## src/rtl/mp_adder_seq.sv

```systemverilog
// Multi-precision add/subtract sequencer: one W-bit chunk per cycle through a shared prefix carry chain.
// Optional signed-overflow output is enabled by defining MP_ADDER_SEQ_OVF_EN.

module carry_chain_hybrid #(
   parameter int W = 32
) (
   input  logic [W-1:0] g,
   input  logic [W-1:0] p,
   input  logic         cin,
   output logic [W:0]   c
);

   logic [W-1:0] gv;
   logic [W-1:0] pv;

   // In-place prefix tree; walking i downward keeps each level reading the previous level's values
   always_comb begin
      gv = g;
      pv = p;
      for (int d = 1; d < W; d = d * 2) begin
         for (int i = W - 1; i >= d; i--) begin
            gv[i] = gv[i] | (pv[i] & gv[i-d]);
            pv[i] = pv[i] & pv[i-d];
         end
      end
      c = {gv, cin};
   end

endmodule

module mp_adder_seq #(
   parameter int W = 32,
   parameter int N = 4
) (
   input  logic           clk,
   input  logic           rst,
   input  logic           in_vld,
   output logic           in_rdy,
   input  logic [N*W-1:0] in_a,
   input  logic [N*W-1:0] in_b,
   input  logic           in_sub,
   output logic           out_vld,
   input  logic           out_rdy,
   output logic [N*W-1:0] out_sum,
   output logic           out_co,
   output logic           busy
`ifdef MP_ADDER_SEQ_OVF_EN
   ,
   output logic           out_ovf
`endif
);

   localparam int CW = (N > 1) ? $clog2(N) : 1;
   localparam logic [CW-1:0] LAST = CW'(N - 1);

   typedef enum logic [1:0] {IDLE, RUN, DONE} state_t;

   state_t state, state_next;

   logic [N*W-1:0] a_reg;
   logic [N*W-1:0] b_reg;
   logic [CW-1:0]  cnt;
   logic           carry;

   logic [W-1:0]   a_k, b_k, p_k, g_k, sum_k;
   logic [W:0]     c_k;

   always_ff @(posedge clk or posedge rst) begin
      if (rst) state <= IDLE;
      else     state <= state_next;
   end

   always_comb begin
      state_next = state;
      in_rdy     = 1'b0;
      out_vld    = 1'b0;
      busy       = 1'b1;
      case (state)
         IDLE: begin
            in_rdy = 1'b1;
            busy   = 1'b0;
            if (in_vld) state_next = RUN;
         end
         RUN: begin
            if (cnt == LAST) state_next = DONE;
         end
         DONE: begin
            out_vld = 1'b1;
            if (out_rdy) state_next = IDLE;
         end
         default: state_next = IDLE;
      endcase
   end

   // Carry-in is folded into bit 0's generate so the chain needs no separate carry input path
   always_comb begin
      a_k    = a_reg[cnt*W +: W];
      b_k    = b_reg[cnt*W +: W];
      p_k    = a_k ^ b_k;
      g_k    = a_k & b_k;
      g_k[0] = g_k[0] | (p_k[0] & carry);
      sum_k  = p_k ^ c_k[W-1:0];
   end

   carry_chain_hybrid #(.W(W)) u_chain (
      .g   (g_k),
      .p   (p_k),
      .cin (carry),
      .c   (c_k)
   );

   // Subtraction stores ~B with carry-in 1, so the chain only ever adds
   always_ff @(posedge clk or posedge rst) begin
      if (rst) begin
         a_reg   <= '0;
         b_reg   <= '0;
         cnt     <= '0;
         carry   <= 1'b0;
         out_sum <= '0;
         out_co  <= 1'b0;
`ifdef MP_ADDER_SEQ_OVF_EN
         out_ovf <= 1'b0;
`endif
      end else begin
         case (state)
            IDLE: begin
               if (in_vld) begin
                  a_reg <= in_a;
                  b_reg <= in_sub ? ~in_b : in_b;
                  carry <= in_sub;
                  cnt   <= '0;
               end
            end
            RUN: begin
               out_sum[cnt*W +: W] <= sum_k;
               carry               <= c_k[W];
               if (cnt == LAST) begin
                  out_co <= c_k[W];
`ifdef MP_ADDER_SEQ_OVF_EN
                  out_ovf <= c_k[W] ^ c_k[W-1];
`endif
               end else begin
                  cnt <= cnt + 1'b1;
               end
            end
            default: ;
         endcase
      end
   end

endmodule

```

## config.mk

```make
export PLATFORM = sky130hd
export DESIGN_NAME = mp_adder_seq
export DESIGN_NICKNAME = d
export VERILOG_FILES = /design/src/rtl/mp_adder_seq.sv
export SDC_FILE = /design/constraint.sdc
export NUM_CORES = 1
export LEC_CHECK = 0
export BUFFER_PORTS_ARGS = -buffer_cell sky130_fd_sc_hd__buf_2
export CELL_PAD_IN_SITES_DETAIL_PLACEMENT = 0
export CELL_PAD_IN_SITES_GLOBAL_PLACEMENT = 1
export CORE_MARGIN = 1.5
export CORE_UTILIZATION = 30
export DETAILED_ROUTE_END_ITERATION = 10
export PLACE_DENSITY_LB_ADDON = 0.12
export SYNTH_ARGS = -nofsm -noshare
export SYNTH_HDL_FRONTEND = slang
export SYNTH_SLANG_ARGS = --single-unit
```

## constraint.sdc

```tcl
create_clock -name clk -period 15.8 [get_ports clk]
set_input_delay 3.16 -clock clk [delete_from_list [all_inputs] [get_ports clk]]
set_output_delay 3.16 -clock clk [all_outputs]
set_load 0.005 [all_outputs]
```

* Word-level counts from Yosys, hierarchy flattened *
Index checks and enable logic that the tools add are counted.

operators by class
  shift operators = 4
  bitwise operators = 362
  reduce and logical (&&, ||, !) cells = 7
  equal/unequal tests = 7
  $add $sub $neg = 2
  mux-type cells = 14

operators by type and width
  kind                                                                       number
  128-bit by 8-bit variable part select with 32-bit output                   2
  1-bit bitwise AND                                                          228
  1-bit bitwise OR                                                           130
  128-bit bitwise mux                                                        1
  128-bit 2-to-1 mux                                                         1
  128-bit inverter                                                           1
  32-bit by 34-bit variable shift with 128-bit output, first input constant  1
  32-bit by 34-bit variable part select with 128-bit output                  1
  32-bit XOR                                                                 2
  7-bit negator with 34-bit output                                           1
  32-bit bitwise AND                                                         1
  2-bit 2-to-1 mux                                                           5
  2-bit != test, second input constant                                       4
  2-bit case mux with 3 select lines                                         1
  2-bit AND reduction                                                        3
  3-bit AND reduction                                                        2
  2-bit == test, second input constant                                       2
  1-bit 2-to-1 mux                                                           4
  2-bit case mux with 2 select lines                                         1
  2-bit by 1-bit adder with 2-bit output, second input constant              1
  2-bit by 1-bit == test with 1-bit output, second input constant            1
  2-bit logical NOT                                                          1
  1-bit case mux with 2 select lines                                         1
  2-bit nonzero test                                                         1

storage, ports and cells
  output and inout bits = 132
  register bits after elaboration = 390
  word-level logic and storage cells = 403

* Logic depth before layout (Yosys ltp) *
  depth in word-level cells = 15
  depth in mapped cells = 14
  gate-level depth less buffers = 10

* By module *
From an unflattened synthesis, not the netlist that was laid out.

unflattened totals
  cells, all modules = 1575
  area, all modules = 18402.6 sq um

by module, submodules not included
  module              sequential area each (sq um)  cells each  area an instance (sq um)  times used
  mp_adder_seq        9759.4                        1425        17484.3                   1
  carry_chain_hybrid  0.0                           150         918.4                     1

* Worst setup path before layout *
Ideal clock, no wire load.

  kind = in2reg
  start point = input port in_vld
  end point = register a_reg[100]
  arrival time = 4479 ps
  slack = 11197 ps
  path buffers = 3
  stages on the path = 5
  data required time = 15675 ps
  path through = and2_1 > clkbuf_1 > clkbuf_1 > clkbuf_1 > mux2_2

on the way
  word-level cells in the longest chain between the ends = 1

ends and longest elaborated chain
  what                           line  text
  start: declaration             37    input logic in_vld,
  2-bit AND reduction (no line)  --
  end signal: assignment         128   a_reg <= in_a;
  end: declaration               60    logic [N*W-1:0] a_reg;

Every way passes these cells.
A chain may end at the register's enable or synchronous reset.

* Worst setup path in the final report *
  start point = input port in_vld
  end point = register a_reg[38]

Same word-level chain as after synthesis.

==> impl_metrics.tcl <==
set metrics [dict create \
    die-height_um 253 \
    yosysTopAreaCell "dfrtp_1" \
    critical_path_buf_inv_count 4 \
    syn_nets 1900 \
    viasPerCell 4.90 \
    path_class "primary input to register" \
    peakVddDrop_v 0.000127 \
    postSynthCellCount 1600 \
    vias 13800 \
    start_util_pct 30.4 \
    final.period_utilization_pct 37.4 \
    antenna_found_initial 9 \
    critPathSlowestCell "buf_4" \
    yosys-top-cells-area "dfrtp_1 52%, mux2_2 7.7%, mux4_2 7.7%, xnor2_1 6.8%, a21oi_1 4.6%" \
    p_per_area_nw_per_um2 277 \
    drive_gt1_share_pct 34.7 \
    synthArstFlopShare_pct 100 \
    cts_setup_buffers 0 \
    std_cell_rows 91 \
    grt_first_pass_wirelength_um 88900 \
    period_needed_ps 5910 \
    drcViolationCount 0 \
    place_inst 2734 \
    max_slew_margin_pct 27.2 \
    finalNonFillerCells 2820 \
    routedWlPerCell_um 21.0 \
    grt_pass1_vias 14100 \
    outcome "completed" \
    leakage_nw 10.3 \
    clock_sink_count 390 \
    routed_wl_um 59200 \
    ys_seq_area_share_pct 51.9 \
    hold_buffers 0 \
    tritoncts "done" \
    synth_top_area_share_pct 51.9 \
    grt_max_degree 218 \
    endpoint_kind "register" \
    fin_ws_ps 9890 \
    first_pass_iters 5 \
    fill_cells 6268 \
    io_buffers 392 \
    synth_edf_count 0 \
    nets 2246 \
    final_max_slew_viol_count 0 \
    clk_latency_ps 570 \
    synth_warnings 0 \
    final_cell_area_sq_um 23200 \
    cp_data_required_time_ps 16250 \
    fin_tns_setup_ps 0 \
    cts-resized-gates 0 \
    htreeDepth 2 \
    final_cell_mix "391 x buf_2, 388 x dfrtp_1, 174 x a21oi_1, 153 x nor2_1, 145 x xnor2_1" \
    fin_util_pct 37.5 \
    slowest_delay_ps 860 \
    worst-r2r-setup-slack_ps 10430 \
    layout_commonest_cell "buf_2" \
    grt_overflow 0 \
    clkSlewWorstSetupHoldPaths_ps 60 \
    top_level_ports 393 \
    grt_setup_unrepaired "no" \
    clockBufferDepth 3 \
    hold_path_class "register to register" \
    antenna_left 0 \
    path_common_cell "buf_4" \
    die_w_um 253 \
    finalSetupViolations 0 \
    post-dp-hpwl_um 42700 \
    cts-root-buf "clkbuf_16" \
    syn_avg_cell_area_sq_um 11.8 \
    arrival_ps 6360 \
    cp_cell_sequence "buf_2 > and2_4 > buf_12 > buf_4 > buf_4 > mux2_2" \
    hold_violations 0 \
    core_area_sq_um 61800 \
    area_growth_syn_to_layout_pct 23.4 \
    worstPathMaxFanout 217 \
    first_iter_violations 742 \
    dieArea_sq_um 64200 \
    place_ws_ps 9350 \
    synth-main-ff-cell "dfrtp_1" \
    finalClockSkew_ps 16.1 \
    grtUsageTotal_pct 18.3 \
    synthDistinctLibCells 52 \
    worst_pin_slew_ps 1090 \
    path_delay_family "buffers and inverters" \
    synth_seq_cells 390 \
    start_kind "primary input" \
    numCtsBuffers 47 \
    max_cap_violations 0 \
    placed_area_sq_um 21600 \
    gp_congestion 0.825 \
    fmax_mhz 169 \
    syn-cell-area_sq_um 18800 \
]
==> routing by layer <==
metal  GRT usage (%)  wire (um)  up-vias
li1                -          -     6487
met1            25.8      27500     6904
met2            28.4      27100      334
met3            3.62       3140       81
met4            5.13       1290       12
met5               0         76        -
==> stage by stage <==
stage          hold slack, ps  total power [mW]
6_report                  476              6.44
5_1_grt                   491              6.95
4_1_cts                   483              6.52
3_5_place_dp              470              5.36
3_3_place_gp              458              5.32
2_1_floorplan             473              4.06
==> power breakdown <==
| group | switching, mW | total (mW) | internal [mW] |
|---|---|---|---|
| Combinational | 2.27 | 3.62 | 1.34 |
| Clock | 0.428 | 1.13 | 0.701 |
| Sequential | 0.255 | 1.69 | 1.44 |
==> tightest hold or removal path: stages, from the launching register on <==
cell	delay, ps
dfrtp_1	340
nand2_1	50
o21ai_0	60
==> synth_stat cells (10+ instances only) <==
| cell | number |
|---|---|
| nand4_1 | 17 |
| or3_1 | 11 |
| xnor2_1 | 145 |
| a22o_1 | 92 |
| o21ai_0 | 49 |
| nand2_1 | 71 |
| buf_1 | 14 |
| mux2_2 | 128 |
| dfrtp_1 | 390 |
| ha_1 | 37 |
| inv_1 | 18 |
| a21oi_1 | 174 |
| nor2_1 | 155 |
| mux4_2 | 64 |
| a21o_1 | 11 |
| clkbuf_1 | 95 |
| nor3_1 | 10 |
| nand3_1 | 18 |
==> area by class of cell <==
class	instances	area (sq um)	area share (%)
Antenna cell	3	7.51	0.0323
Clock buffer	65	1330	5.75
Clock inverter	18	278	1.20
Inverter	18	75.1	0.323
Multi-Input combinational cell	1077	8560	36.9
Sequential cell	390	9770	42.1
Tap cell	837	1050	4.51
Timing Repair Buffer	412	2140	9.23
==> cell families (layout without fill, tap and decap cells) <==
group	after synthesis	after routing	synth area share (%)
XOR/XNOR	150	150	6.98
AND/OR/NAND/NOR	309	309	7.15
adder cells (fa/ha/maj)	39	39	2.67
buffers and inverters	133	513	2.69
multiplexers	194	194	15.4
flip-flops	390	390	51.9
AO/OA/AOI/OAI	385	385	13.2
other	0	3	0
==> final timing paths <==
kind	start	endpoint	cells past startpoint
hold / removal	out_sum[54]	out_sum[54]	2
hold reg to reg	out_sum[54]	out_sum[54]	2
setup / recovery	in_vld	a_reg[38]	6
min in group asynchronous	rst	a_reg[29]	2
setup reg to reg	cnt[1]	out_sum[86]	11
max in group asynchronous	rst	b_reg[100]	4
No activity file was read; power rests on OpenSTA's default activity.
